<file path="src/rtl/irq_ctrl.sv">
// Edge-triggered interrupt controller: per-channel edge detect with polarity select,
// sticky pending/overrun latches, fixed-priority grant held through an irq/ack handshake.
module irq_ctrl #(
  parameter int N    = 8,
  parameter int ID_W = 3
) (
  input  logic            clk,
  input  logic            resetn,
  input  logic [N-1:0]    src,
  input  logic [N-1:0]    pol,
  input  logic [N-1:0]    mask,
  input  logic            clr_all,
  input  logic            irq_ack,
  output logic            irq,
  output logic [ID_W-1:0] irq_id,
  output logic [N-1:0]    pending,
  output logic [N-1:0]    overrun
);

  typedef enum logic {S_IDLE, S_REQ} state_t;

  state_t          state_q;
  logic            irq_q;
  logic [ID_W-1:0] irq_id_q;
  logic [N-1:0]    src_q;
  logic [N-1:0]    pending_q, pending_d;
  logic [N-1:0]    overrun_q, overrun_d;
  logic [N-1:0]    edge_det;
  logic [N-1:0]    ack_clr;
  logic [N-1:0]    req;
  logic [ID_W-1:0] grant_id;
  logic            ack_go;

  // A clr_all in the ack cycle takes over the whole clear, so the ack itself is dropped.
  assign ack_go = (state_q == S_REQ) && irq_ack && !clr_all;
  assign req    = pending_q & mask;

  for (genvar gi = 0; gi < N; gi++) begin : g_chan
    assign edge_det[gi] = pol[gi] ? (src[gi] & ~src_q[gi]) : (~src[gi] & src_q[gi]);
    assign ack_clr[gi]  = ack_go && (irq_id_q == ID_W'(gi));
  end

  always_comb begin
    grant_id = '0;
    for (int i = N - 1; i >= 0; i--) begin
      if (req[i]) grant_id = ID_W'(i);
    end
  end

  // Set beats ack-clear so an edge landing in the ack cycle re-pends the channel.
  always_comb begin
    if (clr_all) begin
      pending_d = '0;
      overrun_d = '0;
    end else begin
      pending_d = (pending_q & ~ack_clr) | edge_det;
      overrun_d = overrun_q | (edge_det & pending_q & ~ack_clr);
    end
  end

  always_ff @(posedge clk or negedge resetn) begin
    if (!resetn) begin
      src_q     <= '0;
      pending_q <= '0;
      overrun_q <= '0;
    end else begin
      src_q     <= src;
      pending_q <= pending_d;
      overrun_q <= overrun_d;
    end
  end

  always_ff @(posedge clk or negedge resetn) begin
    if (!resetn) begin
      state_q  <= S_IDLE;
      irq_q    <= 1'b0;
      irq_id_q <= '0;
    end else begin
      case (state_q)
        S_IDLE: begin
          if ((req != '0) && !clr_all) begin
            state_q  <= S_REQ;
            irq_q    <= 1'b1;
            irq_id_q <= grant_id;
          end
        end
        S_REQ: begin
          if (clr_all || irq_ack) begin
            state_q <= S_IDLE;
            irq_q   <= 1'b0;
          end
        end
        default: begin
          state_q <= S_IDLE;
          irq_q   <= 1'b0;
        end
      endcase
    end
  end

  assign irq     = irq_q;
  assign irq_id  = irq_id_q;
  assign pending = pending_q;
  assign overrun = overrun_q;

endmodule

</file>
<file path="config.mk">
export PLATFORM = sky130hd
export DESIGN_NAME = irq_ctrl
export DESIGN_NICKNAME = d
export VERILOG_FILES = /design/src/rtl/irq_ctrl.sv
export SDC_FILE = /design/constraint.sdc
export NUM_CORES = 1
export LEC_CHECK = 0
export BUFFER_PORTS_ARGS = -buffer_cell sky130_fd_sc_hd__buf_2
export CAP_MARGIN = 10
export CORE_UTILIZATION = 25
export DETAILED_ROUTE_END_ITERATION = 12
export PLACE_DENSITY_LB_ADDON = 0.12
export SETUP_SLACK_MARGIN = 0.4
export SYNTH_ARGS = -nofsm -noshare
export SYNTH_HDL_FRONTEND = slang
export SYNTH_SLANG_ARGS = --single-unit
export TNS_END_PERCENT = 50
</file>
<file path="constraint.sdc">
create_clock -name clk -period 1.4 [get_ports clk]
set_clock_uncertainty 0.05 [all_clocks]
set_input_delay 0.14 -clock clk [delete_from_list [all_inputs] [get_ports clk]]
set_output_delay 0.14 -clock clk [all_outputs]
set_load 0.01 [all_outputs]
</file>
Yosys cells after proc, flatten, opt, wreduce, memory -nomap -nowiden

Index checks and enable logic that the tools add are counted.

Bits in registers: 29
Bits of input ports: 28
Logic and storage cells: 96

Equal/unequal tests: 9
Multiplexer cells: 24
Bitwise operators: 40
Reductions and logical operators: 17

Operator list:

| operator           | count |
|---|---|
| $and 8x8->8        | 4 |
| $mux 3             | 8 |
| $not 1->1          | 17 |
| $and 1x1->1        | 16 |
| $mux 8             | 2 |
| $or 8x8->8         | 2 |
| $eq 3x3->1 const B | 4 |
| $mux 1             | 12 |
| $logic_and 1x1->1  | 11 |
| $not 8->8          | 1 |
| $reduce_bool 8->1  | 1 |
| $eq 3x2->1 const B | 2 |
| $pmux 1 s2         | 2 |
| $reduce_and 2->1   | 2 |
| $eq 3x1->1 const B | 1 |
| $logic_not 3->1    | 1 |
| $ne 2x1->1 const B | 1 |
| $ne 2x2->1 const B | 1 |
| $logic_not 1->1    | 1 |
| $logic_or 1x1->1   | 1 |

Depth between registers and ports, before layout

Gate-level depths: netlist of the first run.

Depth after elaboration: 9
Depth in mapped cells: 5
Depth with buffers taken out: 4

Least setup slack after synthesis of the first run

No wires, ideal clock.

Kind: register to register
Start: reg pending_q[2] (netlist: pending[2])
End: reg irq_q (netlist: irq)
Library setup time: 118 ps
Data arrival time: 1,128 ps
Data required time: 1,232 ps
Slack: 104 ps
Cell stages (with the launch flop): 5
Path through: dfrtp_1 a22oi_4 nand4_2 o21a_1 a21o_1

Longest elaborated chain between the ends: 5

Ends and longest elaborated chain:

| item                       | RTL line | source |
|---|---|---|
| start: declaration         | 26       | `logic [N-1:0] pending_q, pending_d;` |
| start signal: assignment   | 68       | `pending_q <= pending_d;` |
| $and 8x8->8                | 36       | `assign req = pending_q & mask;` |
| $reduce_bool 8->1          | 81       | `if ((req != '0) && !clr_all) begin` |
| $logic_and 1x1->1          | 81       |  |
| $ne 2x2->1 (no line)       | --       |  |
| $reduce_and 2->1 (no line) | --       |  |
| end signal: assignment     | 83       | `irq_q <= 1'b1;` |
| end signal: assignment     | 90       | `irq_q <= 1'b0;` |
| end signal: assignment     | 95       | `irq_q <= 1'b0;` |
| end: declaration           | 23       | `logic irq_q;` |

Every way passes these cells.
A chain may end at the register's enable or synchronous reset.

Worst setup path after layout of the first run

Start: reg irq_id_q[1] (netlist: irq_id[1])
End: reg overrun_q[4] (netlist: overrun[4])

Longest elaborated chain between the ends: 6

Ends and longest elaborated chain:

| item                     | RTL line | source |
|---|---|---|
| start: declaration       | 24       | `logic [ID_W-1:0] irq_id_q;` |
| start signal: assignment | 84       | `irq_id_q <= grant_id;` |
| $eq 3x3->1               | 40       | `assign ack_clr[gi] = ack_go && (irq_id_q == ID_W'(gi));` |
| $logic_and 1x1->1        | 40       |  |
| $not 8->8                | 57       | `overrun_d = overrun_q \| (edge_det & pending_q & ~ack_clr);` |
| $and 8x8->8              | 57       |  |
| $or 8x8->8               | 57       |  |
| $mux 8                   | 52       | `if (clr_all) begin` |
| via overrun_d[4]         | 27       | `logic [N-1:0] overrun_q, overrun_d;` |
| end signal: assignment   | 69       | `overrun_q <= overrun_d;` |
| end: declaration         | 27       |  |

The timed path passes the listed nets, and every way through them passes these cells.

==> results_dict.tcl, run 1 <==
set metrics [dict create \
    synthArstFlopShare_pct 100 \
    drc 0 \
    synth_area_leaders "dfrtp_1, a21oi_1, o31ai_1" \
    min_path_type "input pin to flip-flop" \
    cts_buffer_depth 2 \
    drtAntennaViolNets 0 \
    grt_pass1_wl_um 5430 \
    fillers 539 \
    postSynthCellCount 125 \
    rows 26 \
    synth_area_per_cell_um2 10.6 \
    core_um2 5110 \
    cts_root_buffer "clkbuf_8" \
    grt_pass1_vias 1162 \
    power_frac_seq_pct 46.2 \
    die_height_um 74.7 \
    worstSetupPathType "flip-flop to flip-flop" \
    slew_headroom_pct 71.6 \
    power_density_nw_per_um2 1140 \
    cts_tree "built" \
    fin_nets 225 \
    multi_input_area_um2 627 \
    ys.flop_type "dfrtp_1" \
    gr-total-overflow 0 \
    ir_drop_mv 0.475 \
    drive_gt1_share_pct 40.9 \
    die_x_um 74.7 \
    antenna_found_initial 0 \
    fin_tns_setup_ps 0 \
    finalCritPeriodShare_pct 96.1 \
    synth_edf_count 0 \
    p_comb_share_pct 22.6 \
    switching_share_pct 30.1 \
    grt_max_degree 18 \
    clkLatencyLatePin_ps 280 \
    yosysWarnings 0 \
    cp-end-kind "flip-flop" \
    ys_types 26 \
    power.internal_mw 1.57 \
    synth_top_cell_area_share_pct 54.9 \
    die_area_um2 5580 \
    grt_usage_pct 13.8 \
    clk_pin_slew_ps 60 \
    wl_um 3550 \
    finalHoldViolCount 0 \
    critPathLaunchType "flip-flop" \
    vias_per_cell 4.59 \
    dp_hpwl_um 2640 \
    cts.sinks 29 \
    rsz0062_at_grt "yes" \
    syn_area_um2 1320 \
    p_leak_nw 0.923 \
    pin_count 48 \
    area.sequential_um2 727 \
    routedWlPerCell_um 13.2 \
    diodes 0 \
    seq_area_frac_synth_pct 54.9 \
    start_util_pct 25.9 \
    fin_util_pct 38.7 \
    drt_first_pass_iters 4 \
    final_cell_area_um2 1970 \
    crit_fanout 4 \
    finalSetupViolCount 0 \
    ys_ff_latch 29 \
    cts_made_buffers 5 \
    dpl-instance-area_um2 1680 \
    drt-initial-drc-count 66 \
    maxCapViolations 0 \
    numPortBuffers 47 \
    outcome "finished, final reports clean" \
    period_minus_slack_ps 1340 \
    tightestPinTransition_ps 426 \
    slew_violations 0 \
    required_ps 1500 \
    synth_area_leader_cell "dfrtp_1" \
    place_congestion 0.843 \
    num_vias 1231 \
    worst_ep_arrival_time_ps 1450 \
    clkPwrFrac_pct 31.1 \
    p_sw_mw 0.674 \
    area_delta_synth_final_pct 49.3 \
    syn_nets 153 \
    max_freq_mhz 744 \
    htreeDepth 2 \
]
-- critical path, stage by stage, from the launching register on --
cell and delay (ps):
dfrtp_1 430, nand3b_1 290, buf_4 200, o21ai_2 150, o31ai_2 100
-- final timing paths --
kind / startpoint / end / slack, ps / cells after the start
min: irq_ack / state_q$_DFF_PN0_ / 140 / 3
max in group asynchronous: resetn / state_q$_DFF_PN0_ / 590 / 3
min reg2reg: irq$_DFFE_PN0P_ / irq$_DFFE_PN0P_ / 430 / 1
min in group asynchronous: resetn / src_q[3]$_DFF_PN0_ / 280 / 2
max reg2reg: irq_id[1]$_DFFE_PN0P_ / overrun[4]$_DFF_PN0_ / 60 / 4
max: irq_id[1]$_DFFE_PN0P_ / overrun[4]$_DFF_PN0_ / 60 / 4
-- registers in the layout, indices dropped and copies added, names as in the netlist --
register	count
overrun	8
irq_id	3
irq	1
state_q	1
pending	8
src_q	8
-- cells in the final DEF (no fill, tap or decap), drive strengths merged --
cell / instances
and2: 1
a31o: 1
o21ai: 8
a21o: 2
nor2: 1
dlygate4sd3: 9
a22oi: 3
o31ai: 10
clkbuf: 8
inv: 4
nand4: 1
nand2b: 9
o21a: 1
o22ai: 1
a32o: 1
nand3b: 1
nand2: 8
nand3: 2
a31oi: 1
nor3b: 8
dfrtp: 29
buf: 59
nor2b: 9
a21oi: 20
o211ai: 1
-- cell families after synthesis --
group           Yosys count  synth area share, %
compound gates           49                 23.7
buf+inv                   7                 2.55
flops                    29                 54.9
simple gates             40                 18.9
-- synth_stat cells (all sizes together), types with 2 or more instances --
| cell | number |
|---|---|
| o31ai | 10 |
| nor2b | 9 |
| a21o | 2 |
| nor3b | 8 |
| nand2 | 8 |
| inv | 4 |
| a21oi | 20 |
| a22oi | 3 |
| nand3 | 2 |
| o21ai | 8 |
| nand2b | 9 |
| clkbuf | 2 |
| dfrtp | 29 |
-- power by group through the flow --
stage | logic [mW] | registers, mW | clock network [mW]
after floorplan | 0.195 | 1.05 | 0
after global placement | 0.423 | 1.03 | 0
after detailed placement | 0.428 | 1.03 | 0
after CTS | 0.484 | 1.02 | 0.735
after global routing | 0.560 | 1.05 | 0.788
final | 0.508 | 1.04 | 0.698
-- routing by layer --
layer,wire length (um),track usage [%],up-vias
li1,-,-,599
met1,1680,17.9,581
met2,1570,20.2,47
met3,239,5.62,4
met4,50,5.87,0
met5,0,0,-
-- through the flow --
stage / setup WS, ps / cells / total power [mW] / hold slack (ps)
2_1_floorplan: 145 / 125 / 1.25 / -206
3_3_place_gp: 93.7 / 243 / 1.46 / 46.3
3_5_place_dp: 67.4 / 243 / 1.46 / 56.6
4_1_cts: 69.6 / 265 / 2.24 / 105
5_1_grt: -16.7 / 268 / 2.40 / 144
6_report: 55.1 / 268 / 2.24 / 135
-- timing repair --
action	in CTS	in global routing
gates resized for setup	9	8
pin swaps	3	15
gates cloned	0	0
hold buffers	9	0
endpoints found under the hold margin	24	0
buffers inserted	5	3
endpoints found under the setup margin	34	41
-- final cells by class --
| cell class | instances | area share (%) |
|---|---|---|
| Multi-Input combinational cell | 89 | 31.7 |
| Inverter | 4 | 0.760 |
| Tap cell | 70 | 4.44 |
| Timing Repair Buffer | 68 | 21.7 |
| Clock buffer | 8 | 4.56 |
| Sequential cell | 29 | 36.8 |
Power figures use the tool's default switching activity.
==> run 2, diff against run 1 <==
Settings changed: RECOVER_POWER set to 50.
==> results_dict.tcl, run 2 (synthesis results as in run 1) <==
set metrics [dict create \
    outcome "finished, final reports clean" \
    gr-total-overflow 0 \
    final_cell_mix "buf_2, dfrtp_1, a21oi_1" \
    routedWlPerCell_um 13.3 \
    clkLatencyLatePin_ps 280 \
    slew_violations 0 \
    area.sequential_um2 727 \
    cts_made_buffers 5 \
    r2r_slack_ps 60 \
    place_congestion 0.843 \
    start_util_pct 25.9 \
    worstSetupPathType "flip-flop to flip-flop" \
    holdWs_ps 135 \
    max_freq_mhz 744 \
    pin_count 48 \
    die_x_um 74.7 \
    fillers 544 \
    worst_ep_arrival_time_ps 1450 \
    min_to "state_q$_DFF_PN0_" \
    period_minus_slack_ps 1340 \
    dp_slack_ps 67.4 \
    required_ps 1500 \
    finalSetupViolCount 0 \
    finalHoldViolCount 0 \
    core_um2 5110 \
    fin_util_pct 38.1 \
    slew_headroom_pct 70.8 \
    num_vias 1242 \
    antenna_found_initial 0 \
    area_delta_synth_final_pct 47.3 \
    p_leak_nw 0.892 \
    drt-initial-drc-count 80 \
    rsz0062_at_grt "yes" \
    drive_gt1_share_pct 36.4 \
    grt_usage_pct 13.8 \
    min_path_type "input pin to flip-flop" \
    maxCapViolations 0 \
    grt_max_degree 18 \
    setup_ws_ps 55.0 \
    wl_um 3550 \
    hold_depth 3 \
    rows 26 \
    drc 0 \
    fin_nets 225 \
    rr_startpoint "irq_id[1]$_DFFE_PN0P_" \
    vias_per_cell 4.63 \
    power_density_nw_per_um2 1150 \
    cts_tree "built" \
    dp_hpwl_um 2640 \
    hold_start "irq_ack" \
    die_height_um 74.7 \
    ir_drop_mv 0.475 \
    reg2reg_depth 4 \
    clk_pin_slew_ps 60 \
    cts_buffer_depth 2 \
    drt_first_pass_iters 4 \
    finalCritPeriodShare_pct 96.1 \
    die_area_um2 5580 \
    tightestPinTransition_ps 438 \
    r2r_end "overrun[4]$_DFF_PN0_" \
    htreeDepth 2 \
    diodes 0 \
    cp-end-kind "flip-flop" \
    critPathLaunchType "flip-flop" \
    cts_root_buffer "clkbuf_8" \
    multi_input_area_um2 627 \
    layout_commonest_cell "buf_2" \
    grt_pass1_vias 1162 \
    grt_pass1_wl_um 5430 \
    cts.sinks 29 \
    drtAntennaViolNets 0 \
    numPortBuffers 47 \
    crit_fanout 4 \
]
==> run 2: how the worst max path moves through the flow <==
stage                                from  depth (start not counted)                    to
finish              irq_id[1]$_DFFE_PN0P_                          4  overrun[4]$_DFF_PN0_
global route            state_q$_DFF_PN0_                          5  overrun[4]$_DFF_PN0_
CTS                  pending[5]$_DFF_PN0_                          4     state_q$_DFF_PN0_
detailed placement      state_q$_DFF_PN0_                          4  overrun[2]$_DFF_PN0_
global placement     pending[5]$_DFF_PN0_                          4       irq$_DFFE_PN0P_
floorplan            pending[2]$_DFF_PN0_                          4       irq$_DFFE_PN0P_
==> run 2: area by class of cell <==
type,count,area share [%]
sequential,29,37.3
multi-input combinational,89,32.2
timing repair buffer,68,20.6
clock buffer,8,4.62
tap,70,4.50
inverter,4,0.771
==> run 2: report_power, final <==
group	switching [mW]	internal, mW
Combinational	0.264	0.235
Clock	0.298	0.400
Sequential	0.111	0.926
Total	0.673	1.56
==> run 2: critical path: stages, from the launching register on <==
cell	delay, ps
dfrtp_1	430
nand3b_1	290
buf_4	200
o21ai_2	150
o31ai_2	100
==> run 2: metal layers <==
| layer | global-route usage (%) | wire [um] | vias up |
|---|---|---|---|
| met5 | 0 | 0 | - |
| met4 | 5.87 | 50 | 0 |
| met3 | 5.62 | 262 | 4 |
| met2 | 20.2 | 1580 | 49 |
| met1 | 17.9 | 1660 | 588 |
| li1 | - | - | 601 |
==> run 2: stage by stage <==
step / power (mW) / std cells / setup TNS [ps] / instance area, um^2
finish: 2.23 / 268 / 0 / 1950
global placement: 1.46 / 243 / 0 / 1680
detailed placement: 1.46 / 243 / 0 / 1680
global route: 2.39 / 268 / -29.7 / 1950
floorplan: 1.25 / 125 / 0 / 1330
CTS: 2.24 / 265 / 0 / 1910
==> run 2: timing repair <==
item,in CTS,in global routing
gates resized for setup,9,8
buffers inserted,5,3
hold buffers,9,0
setup endpoints to repair,34,41
pin swaps,3,15
hold endpoints to repair,24,0
==> run 3, diff against run 2 <==
Settings changed: CELL_PAD_IN_SITES_DETAIL_PLACEMENT set to 1, CELL_PAD_IN_SITES_GLOBAL_PLACEMENT set to 1, CORE_ASPECT_RATIO set to 2.
==> results_dict.tcl, run 3 (synthesis results as in run 1) <==
set metrics [dict create \
    outcome "finished, final reports clean" \
    routedWlPerCell_um 16.1 \
    max_freq_mhz 735 \
    holdWs_ps 140 \
    drc 0 \
    dp_cells 231 \
    layout_commonest_cell "buf_2" \
    p_leak_nw 0.945 \
    drive_gt1_share_pct 46.8 \
    fillers 583 \
    cts_tree "built" \
    slew_violations 0 \
    fin_cells 259 \
    dp_hpwl_um 3000 \
    cts.sinks 29 \
    required_ps 1500 \
    min_path_type "input pin to flip-flop" \
    area_delta_synth_final_pct 62.1 \
    grt_pass1_vias 1402 \
    vias_per_cell 4.96 \
    htreeDepth 2 \
    fin_nets 228 \
    drt-initial-drc-count 7 \
    core_um2 5090 \
    die_height_um 105 \
    setup_ws_ps 40.3 \
    fin_tns_setup_ps 0 \
    pin_count 48 \
    worstSetupPathType "flip-flop to flip-flop" \
    dp_slack_ps 17.1 \
    rsz0062_at_grt "yes" \
    final_cell_mix "buf_2, dfrtp_1, a21oi_1" \
    cp-end-kind "flip-flop" \
    die_area_um2 5600 \
    finalSetupViolCount 0 \
    worst_ep_arrival_time_ps 1460 \
    tightestPinTransition_ps 872 \
    die_x_um 53.4 \
    place_congestion 0.732 \
    period_minus_slack_ps 1360 \
    finalHoldViolCount 0 \
    clkLatencyLatePin_ps 280 \
    num_vias 1285 \
    wl_um 4160 \
    drt_first_pass_iters 3 \
    crit_fanout 3 \
    diodes 0 \
    drtAntennaViolNets 0 \
    finalCritPeriodShare_pct 97.1 \
    cts_made_buffers 5 \
    grt_pass1_wl_um 6530 \
    start_util_pct 26.0 \
    cts_buffer_depth 2 \
    critPathLaunchType "flip-flop" \
    rows 37 \
    antenna_found_initial 0 \
    grt_usage_pct 16.2 \
    maxCapViolations 0 \
    ir_drop_mv 0.768 \
    power_density_nw_per_um2 1140 \
    grt_max_degree 20 \
    gr-total-overflow 0 \
    numPortBuffers 47 \
    slew_headroom_pct 41.9 \
    cts_root_buffer "clkbuf_8" \
    clk_pin_slew_ps 70 \
]
## run 3: worst paths after layout
kind                                    endpoint  cells past startpoint  slack (ps)            startpoint
setup reg to reg           irq_id[1]$_DFFE_PN0P_                      6          40  pending[2]$_DFF_PN0_
setup / recovery           irq_id[1]$_DFFE_PN0P_                      6          40  pending[2]$_DFF_PN0_
hold reg to reg                  irq$_DFFE_PN0P_                      1         420       irq$_DFFE_PN0P_
min in group asynchronous   overrun[3]$_DFF_PN0_                      2         440                resetn
max in group asynchronous   pending[6]$_DFF_PN0_                      3         260                resetn
hold / removal                 state_q$_DFF_PN0_                      3         140               irq_ack
## run 3: repair_timing
item,CTS,global route
endpoints found under the hold margin,21,0
setup buffers,9,2
endpoints found under the setup margin,35,41
gates resized for setup,13,42
pin swaps,8,12
hold buffers,9,0
## run 3: per-stage QoR
step | area (um^2) | total power [mW] | util [%]
after CTS | 1960 | 2.30 | 38.4
final | 2140 | 2.44 | 42.1
after floorplan | 1330 | 1.25 | -
after detailed placement | 1670 | 1.48 | 32.7
after global placement | 1670 | 1.47 | 32.7
after global routing | 2140 | 2.56 | 42.1
## run 3: worst max-delay path, cell delays in order (launching register included)
cell and delay, ps:
dfrtp_2 420, a22oi_4 230, buf_4 140, buf_6 90, nand3_1 90, a21oi_2 150
a21oi_1 50
## run 3: layout make-up
cell class              instances  area, um^2  area share, %
clock buffers                   8        90.1           4.20
inverters                       4        15.0          0.701
multi-input cells              89         731           34.1
flip-flops and latches         29         733           34.2
well taps                      58        72.6           3.39
repair buffers                 71         502           23.4
## run 3: per-layer routing
| layer | vias up | share of wire (%) | GRT usage [%] |
|---|---|---|---|
| met5 | - | 0 | 0 |
| met4 | 0 | 2.5 | 6.95 |
| met3 | 8 | 4.9 | 4.08 |
| met2 | 42 | 56 | 28.7 |
| met1 | 636 | 37 | 16.7 |
| li1 | 599 | - | - |
## run 3: power breakdown
part / switching (mW) / internal [mW]
registers: 0.132 / 0.933
logic: 0.323 / 0.321
clock network: 0.326 / 0.401
